**src/rtl/dmem_responder_pkg.sv**
```systemverilog
// Shared types and defaults for the data-memory responder: FSM states,
// request kinds and the per-transaction record latched at acceptance.
package dmem_responder_pkg;

    localparam int DEFAULT_DEPTH_WORDS = 32;
    localparam int DEFAULT_WAIT_STATES = 2;
    localparam int WAIT_CNT_W          = 4;   // holds the largest legal WAIT_STATES (15)

    typedef enum logic [1:0] {
        ST_IDLE = 2'd0,
        ST_WAIT = 2'd1,
        ST_RESP = 2'd2
    } state_t;

    typedef enum logic {
        REQ_READ  = 1'b0,
        REQ_WRITE = 1'b1
    } req_type_t;

    typedef struct packed {
        req_type_t   kind;
        logic        reject;
        logic [31:0] wdata;
    } req_info_t;

    // A request is refused when both strobes are set, the address is not
    // word aligned, or the word index lies beyond the storage array.
    function automatic logic is_rejected(input logic        rd,
                                         input logic        wr,
                                         input logic [31:0] addr,
                                         input logic [31:0] depth_words);
        return (rd & wr)
             | (addr[1:0] != 2'b00)
             | ({2'b00, addr[31:2]} >= depth_words);
    endfunction

endpackage

```
**src/rtl/dmem_responder_if.sv**
```systemverilog
// Processor-side data-memory bus: request strobes, address and store data
// toward the responder; load data and the ready/busy/err status back.
interface dmem_responder_if;

    logic        mem_read;
    logic        mem_write;
    logic [31:0] addr;
    logic [31:0] write_data;
    logic [31:0] read_data;
    logic        ready;
    logic        busy;
    logic        err;

    modport master (
        output mem_read, mem_write, addr, write_data,
        input  read_data, ready, busy, err
    );

    modport slave (
        input  mem_read, mem_write, addr, write_data,
        output read_data, ready, busy, err
    );

endinterface

```
**src/rtl/dmem_wait_counter.sv**
```systemverilog
// Wait-state down-counter: loaded on request acceptance, decremented while the
// responder waits, flagging the cycle in which the count runs out.
module dmem_wait_counter #(
    parameter int WIDTH = 4
) (
    input  logic             clk,
    input  logic             rst_n,
    input  logic             i_load,
    input  logic             i_dec,
    input  logic [WIDTH-1:0] i_load_value,
    output logic             o_zero
);

    logic [WIDTH-1:0] r_count;

    always_ff @(posedge clk) begin
        // NOTE: clocked state uses non-blocking assignments so every register
        // samples pre-edge values regardless of block ordering.
        if (!rst_n) begin
            r_count <= '0;
        end else if (i_load) begin
            r_count <= i_load_value;
        end else if (i_dec && (r_count != '0)) begin
            r_count <= r_count - 1'b1;
        end
    end

    // High when the count is at zero or reaches zero on this decrement, so the
    // responder can leave WAIT exactly as the count expires.
    assign o_zero = (r_count <= WIDTH'(1));

endmodule

```
**src/rtl/dmem_responder.sv**
```systemverilog
// Word-addressed data memory with a fixed number of wait states per access,
// answering one load or store at a time with a single-cycle ready pulse.
module dmem_responder
    import dmem_responder_pkg::*;
#(
    parameter int DEPTH_WORDS = DEFAULT_DEPTH_WORDS,
    parameter int WAIT_STATES = DEFAULT_WAIT_STATES
) (
    input  logic             clk,
    input  logic             rst_n,
    dmem_responder_if.slave  bus
);

    localparam int                    IDX_W       = (DEPTH_WORDS > 1) ? $clog2(DEPTH_WORDS) : 1;
    localparam logic [31:0]           DEPTH_LIMIT = 32'(DEPTH_WORDS);
    localparam logic [WAIT_CNT_W-1:0] WAIT_LOAD   = WAIT_CNT_W'(WAIT_STATES);

    if (WAIT_STATES < 0 || WAIT_STATES > 15) begin : g_bad_wait_states
        $error("dmem_responder: WAIT_STATES must lie in 0..15");
    end

    state_t           r_state;
    state_t           w_next_state;
    req_info_t        r_req;
    req_info_t        w_in_req;
    req_info_t        w_cur_req;
    logic [IDX_W-1:0] r_idx;
    logic [IDX_W-1:0] w_in_idx;
    logic [IDX_W-1:0] w_cur_idx;
    logic [31:0]      r_mem [DEPTH_WORDS];
    logic [31:0]      r_read_data;
    logic             w_req_strobe;
    logic             w_accept;
    logic             w_enter_resp;
    logic             w_cnt_load;
    logic             w_cnt_dec;
    logic             w_cnt_zero;

    // Incoming request, decoded every cycle but only latched on acceptance.
    assign w_req_strobe = bus.mem_read | bus.mem_write;
    assign w_in_idx     = bus.addr[IDX_W+1:2];

    always_comb begin
        w_in_req.kind   = bus.mem_write ? REQ_WRITE : REQ_READ;
        w_in_req.reject = is_rejected(bus.mem_read, bus.mem_write, bus.addr, DEPTH_LIMIT);
        w_in_req.wdata  = bus.write_data;
    end

    // With zero wait states RESP is entered on the accepting edge itself, so
    // the access must use the live request rather than the not-yet-latched one.
    assign w_cur_req = (r_state == ST_IDLE) ? w_in_req : r_req;
    assign w_cur_idx = (r_state == ST_IDLE) ? w_in_idx : r_idx;

    dmem_wait_counter #(
        .WIDTH        (WAIT_CNT_W)
    ) u_wait_counter (
        .clk          (clk),
        .rst_n        (rst_n),
        .i_load       (w_cnt_load),
        .i_dec        (w_cnt_dec),
        .i_load_value (WAIT_LOAD),
        .o_zero       (w_cnt_zero)
    );

    always_ff @(posedge clk) begin
        if (!rst_n) begin
            r_state <= ST_IDLE;
        end else begin
            r_state <= w_next_state;
        end
    end

    always_comb begin
        // NOTE: every output of this block gets a default first, so no path
        // leaves a signal unassigned and no latch is inferred.
        w_next_state = r_state;
        w_accept     = 1'b0;
        w_cnt_load   = 1'b0;
        w_cnt_dec    = 1'b0;
        case (r_state)
            ST_IDLE: begin
                if (w_req_strobe) begin
                    w_accept     = 1'b1;
                    w_cnt_load   = 1'b1;
                    w_next_state = (WAIT_STATES == 0) ? ST_RESP : ST_WAIT;
                end
            end
            ST_WAIT: begin
                w_cnt_dec = 1'b1;
                if (w_cnt_zero) begin
                    w_next_state = ST_RESP;
                end
            end
            ST_RESP: begin
                w_next_state = ST_IDLE;
            end
            default: begin
                w_next_state = ST_IDLE;
            end
        endcase
    end

    assign w_enter_resp = (w_next_state == ST_RESP) && (r_state != ST_RESP);

    always_ff @(posedge clk) begin
        if (!rst_n) begin
            r_req <= '0;
            r_idx <= '0;
        end else if (w_accept) begin
            r_req <= w_in_req;
            r_idx <= w_in_idx;
        end
    end

    // The access happens on the edge into RESP so load data is already valid
    // while ready is high; a rejected request touches neither array nor data.
    always_ff @(posedge clk) begin
        if (!rst_n) begin
            // NOTE: the array is cleared by reset, which forces a flop-based
            // implementation rather than a RAM macro.
            for (int i = 0; i < DEPTH_WORDS; i++) begin
                r_mem[i] <= '0;
            end
            r_read_data <= '0;
        end else if (w_enter_resp && !w_cur_req.reject) begin
            if (w_cur_req.kind == REQ_WRITE) begin
                r_mem[w_cur_idx] <= w_cur_req.wdata;
            end else begin
                r_read_data <= r_mem[w_cur_idx];
            end
        end
    end

    assign bus.ready     = (r_state == ST_RESP);
    assign bus.busy      = (r_state != ST_IDLE);
    assign bus.err       = (r_state == ST_RESP) & r_req.reject;
    assign bus.read_data = r_read_data;

endmodule

```
**src/flat_wrapper.sv**
```systemverilog
// flat-port wrapper written by rule: the top's interface ports become plain ports
module dmem_responder_flat import dmem_responder_pkg::*;
#(
    parameter int DEPTH_WORDS = DEFAULT_DEPTH_WORDS,
    parameter int WAIT_STATES = DEFAULT_WAIT_STATES
)
  (clk, rst_n, bus_mem_read, bus_mem_write, bus_addr, bus_write_data, bus_read_data, bus_ready, bus_busy, bus_err);
  dmem_responder_if bus_i ();
  input  logic clk;
  input  logic rst_n;
  input wire logic [$bits(bus_i.mem_read)-1:0] bus_mem_read;
  input wire logic [$bits(bus_i.mem_write)-1:0] bus_mem_write;
  input wire logic [$bits(bus_i.addr)-1:0] bus_addr;
  input wire logic [$bits(bus_i.write_data)-1:0] bus_write_data;
  output wire logic [$bits(bus_i.read_data)-1:0] bus_read_data;
  output wire logic [$bits(bus_i.ready)-1:0] bus_ready;
  output wire logic [$bits(bus_i.busy)-1:0] bus_busy;
  output wire logic [$bits(bus_i.err)-1:0] bus_err;
  assign bus_i.mem_read = bus_mem_read;
  assign bus_i.mem_write = bus_mem_write;
  assign bus_i.addr = bus_addr;
  assign bus_i.write_data = bus_write_data;
  assign bus_read_data = bus_i.read_data;
  assign bus_ready = bus_i.ready;
  assign bus_busy = bus_i.busy;
  assign bus_err = bus_i.err;
  dmem_responder #(.DEPTH_WORDS(DEPTH_WORDS), .WAIT_STATES(WAIT_STATES)) u_core (.clk(clk), .rst_n(rst_n), .bus(bus_i));
endmodule
```
**config.mk**
```make
export PLATFORM = sky130hd
export DESIGN_NAME = dmem_responder_flat
export DESIGN_NICKNAME = d
export VERILOG_FILES = /design/src/rtl/dmem_responder_pkg.sv /design/src/rtl/dmem_responder_if.sv /design/src/rtl/dmem_wait_counter.sv /design/src/rtl/dmem_responder.sv /design/src/flat_wrapper.sv
export SDC_FILE = /design/constraint.sdc
export NUM_CORES = 2
export LEC_CHECK = 0
export ABC_AREA = 1
export BUFFER_PORTS_ARGS = -buffer_cell sky130_fd_sc_hd__buf_2
export CAP_MARGIN = 15
export CELL_PAD_IN_SITES_DETAIL_PLACEMENT = 0
export CELL_PAD_IN_SITES_GLOBAL_PLACEMENT = 1
export CORE_MARGIN = 3
export CORE_UTILIZATION = 49
export DETAILED_ROUTE_END_ITERATION = 10
export GPL_TIMING_DRIVEN = 0
export PLACE_DENSITY = 0.91
export SLEW_MARGIN = 0
export SYNTH_ARGS = -nofsm -noshare
export SYNTH_HDL_FRONTEND = slang
export SYNTH_SLANG_ARGS = --single-unit
```
**constraint.sdc**
```tcl
create_clock -name clk -period 3.3 [get_ports clk]
set_input_delay 0.495 -clock clk [delete_from_list [all_inputs] [get_ports clk]]
set_output_delay 0.495 -clock clk [all_outputs]
set_load 0.01 [all_outputs]
```
==> out/metrics.cfg <==
[outcome]
outcome = finished, violations left
violations = setup timing

[sta]
rsz0062_at_grt = true
whs_ns = 0.0158
slew_headroom_pct = 14.5
fin_crit_ns = 3.40
max_slew.worst_pin.slew_ns = 1.28
skew_ns = 0.0330
setup_slack_ns = -0.104
finalSetupTns_ns = -2.15
max_freq_ghz = 0.294
slew_viol_final = 0
setup_viol_count_final = 53
period_share_pct = 103
finalHoldViolCount = 0

[route]
num_vias = 45000
drtAntennaViolNets = 0
vias_per_cell = 5.89
drc = 0
drt_wl_total_mm = 209
dr.pass1.iters = 6
wire_per_inst_um = 27.4
drtIter0Drc = 7832

[place]
port_buffers = 102
gp_routability_congestion = 1.06
dp_hpwl_mm = 148

[synthesis]
syn_avg_cell_area_um2 = 8.83
synth_top_area_share_pct = 59.5
synth_common_cells = 2304 x nand2_1, 1130 x nor2_1, 1024 x edfxtp_1
ys_warn_count = 0
ys_types = 31
syn_inst = 5856
syn_nets = 5927
synthArstFlopShare_pct = 0
synthTopCellsByArea = edfxtp_1 59%, nand2_1 17%, nor2_1 8.2%, nand3_1 5.4%, dfxtp_1 3.0%
synth_area_mm2 = 0.0517
synthFlopType = edfxtp_1
synth_seq_area_share_pct = 62.5
yosysTopAreaCell = edfxtp_1
synth-edff-count = 1024
ys_ff_latch = 1101
yosysMostFrequentCell = nand2_1

[cts]
cts.sinks = 1101
cts_made_buffers = 114
cts_tree = built
clock_latency_ns = 0.73
holdBufCountCts = 0
clockBufferDepth = 3
htreeDepth = 3
clock-root-buffer = clkbuf_16
cts.clk_slew.worst_paths_ns = 0.07

[worst_setup_path]
worstPathMaxFanout = 10
critPathCaptureType = register
rr_startpoint = u_core.r_state[1]
slowest_stage = o21ai_1
cp-start-kind = register
r2r_slack_ns = -0.10
crit_path_cell_trace = inv_2 -> nand2_1 -> buf_6 -> clkbuf_1 -> buf_1 -> o21ai_1 -> clkbuf_1 -> nor2_1
crit_start = u_core.r_state[1]
cpPeakStageDelay_ns = 0.92
cp.arrival_ns = 3.82
crit_required_ns = 3.72
critical_path_class = reg -> reg
cpMostUsedCell = clkbuf_1

[flow_run]
maxCapViolations = 0

[floorplanning]
fp.dieArea_mm2 = 0.109
top_level_ports = 103
core_area_mm2 = 0.104
dieHeight_um = 331
initial_utilization_pct = 49.7
fp.dieW_um = 331
placementRows = 118

[global_routing]
grt_usage_pct = 37.9
antenna_found_initial = 14
grt-ovfl-total = 0
grt_max_degree = 33
grt_pass1_wl_mm = 289
grt_pass1_vias = 41100

[hold_path]
hold_path.class = in -> reg
min_from = bus_write_data[12]

[layout]
drive_above_1_share_pct = 11.8
final_nets = 6218
area_growth_pct = 15.1

[power]
peakVddDrop_mv = 0.524
power_density_mw_per_mm2 = 647
cellLeakagePower_uw = 0.0267

[sequential cells by signal, summed over array words and instances, names as in the netlist]
| register | cells |
|---|---|
| u_core.r_idx | 5 |
| u_core.bus.read_data | 32 |
| u_core.u_wait_counter.r_count | 4 |
| u_core.r_state | 2 |
| u_core.r_mem | 1024 |
| u_core.r_req | 34 |
[cells in the final DEF, fill, tap and decap left out, drive strengths merged]
cell      instances
clkinv           39
nor3             13
nor4              6
nand2          2341
clkinvlp         13
o21a              1
inv             114
xor2              1
clkbuf          437
nor2           1161
dfxtp            77
edfxtp         1024
nand4             1
bufinv           25
and3              1
ha                3
nand3           554
buf             342
diode             5
o21ai            81
a21oi            12
[worst max-delay path, delay by kind of cell, from the launching register on]
kind            cells  cell delay [ns]
flops               1             0.36
compound gates      1             0.92
buf+inv             5             1.63
simple gates        2             0.19
[timing repair]
action / CTS / global route
gates cloned: 1 / 0
resized for setup: 75 / 148
setup buffers: 35 / 14
pin swaps: 8 / 4
endpoints found under the setup margin: 1751 / 624
[metal layers]
layer  vias to the layer above  part of all wire [%]  GRT usage, %
li1                      19500                     -             -
met1                     21200                    34          48.2
met2                      3626                    41          52.8
met3                       649                    17          14.9
met4                        18                   8.3          26.4
met5                         -                  0.13          1.24
[power by group]
part	internal (uW)	total, uW	switching (uW)
sequential	15700	15900	184
clock	8520	14300	5760
combinational	1620	8270	6650
[area by class of cell]
class,count,area (um^2)
Clock buffer,137,3040
Timing Repair Buffer,176,1560
Sequential cell,1101,32300
Multi-Input combinational cell,4175,17300
Inverter,113,430
Fill cell,9121,44600
Tap cell,1380,1730
Clock inverter,78,1060
Antenna cell,5,12.5
Buffer,466,2080
[worst paths after layout]
check | end | cells after the start
worst max-delay path | u_core.r_mem[26][25] | 8
worst min-delay path | u_core.r_req[12] | 3
worst max register to register | u_core.r_mem[26][25] | 8
worst min register to register | u_core.r_req[18] | 2
[kinds of logic after synthesis]
logic type	Yosys count	synth area share, %
buffers and inverters	581	4.57
XOR/XNOR	1	0.0169
flip-flops	1101	62.5
AND/OR/NAND/NOR	4076	31.9
AO/OA/AOI/OAI	94	0.959
adder cells (fa/ha/maj)	3	0.0726
[through the flow]
step	setup WS [ns]	power, uW	util, %	area [um^2]	instances
2_1_floorplan	0.287	20100	-	51700	5856
3_3_place_gp	-2.06	23600	51.8	53900	7338
3_5_place_dp	-1.22	23700	52.3	54500	7360
4_1_cts	-0.0438	37700	56.8	59200	7611
5_1_grt	-0.142	39200	57.2	59500	7626
6_report	-0.104	38500	57.2	59500	7631
Note: power is estimated with default switching activity, not from simulation.
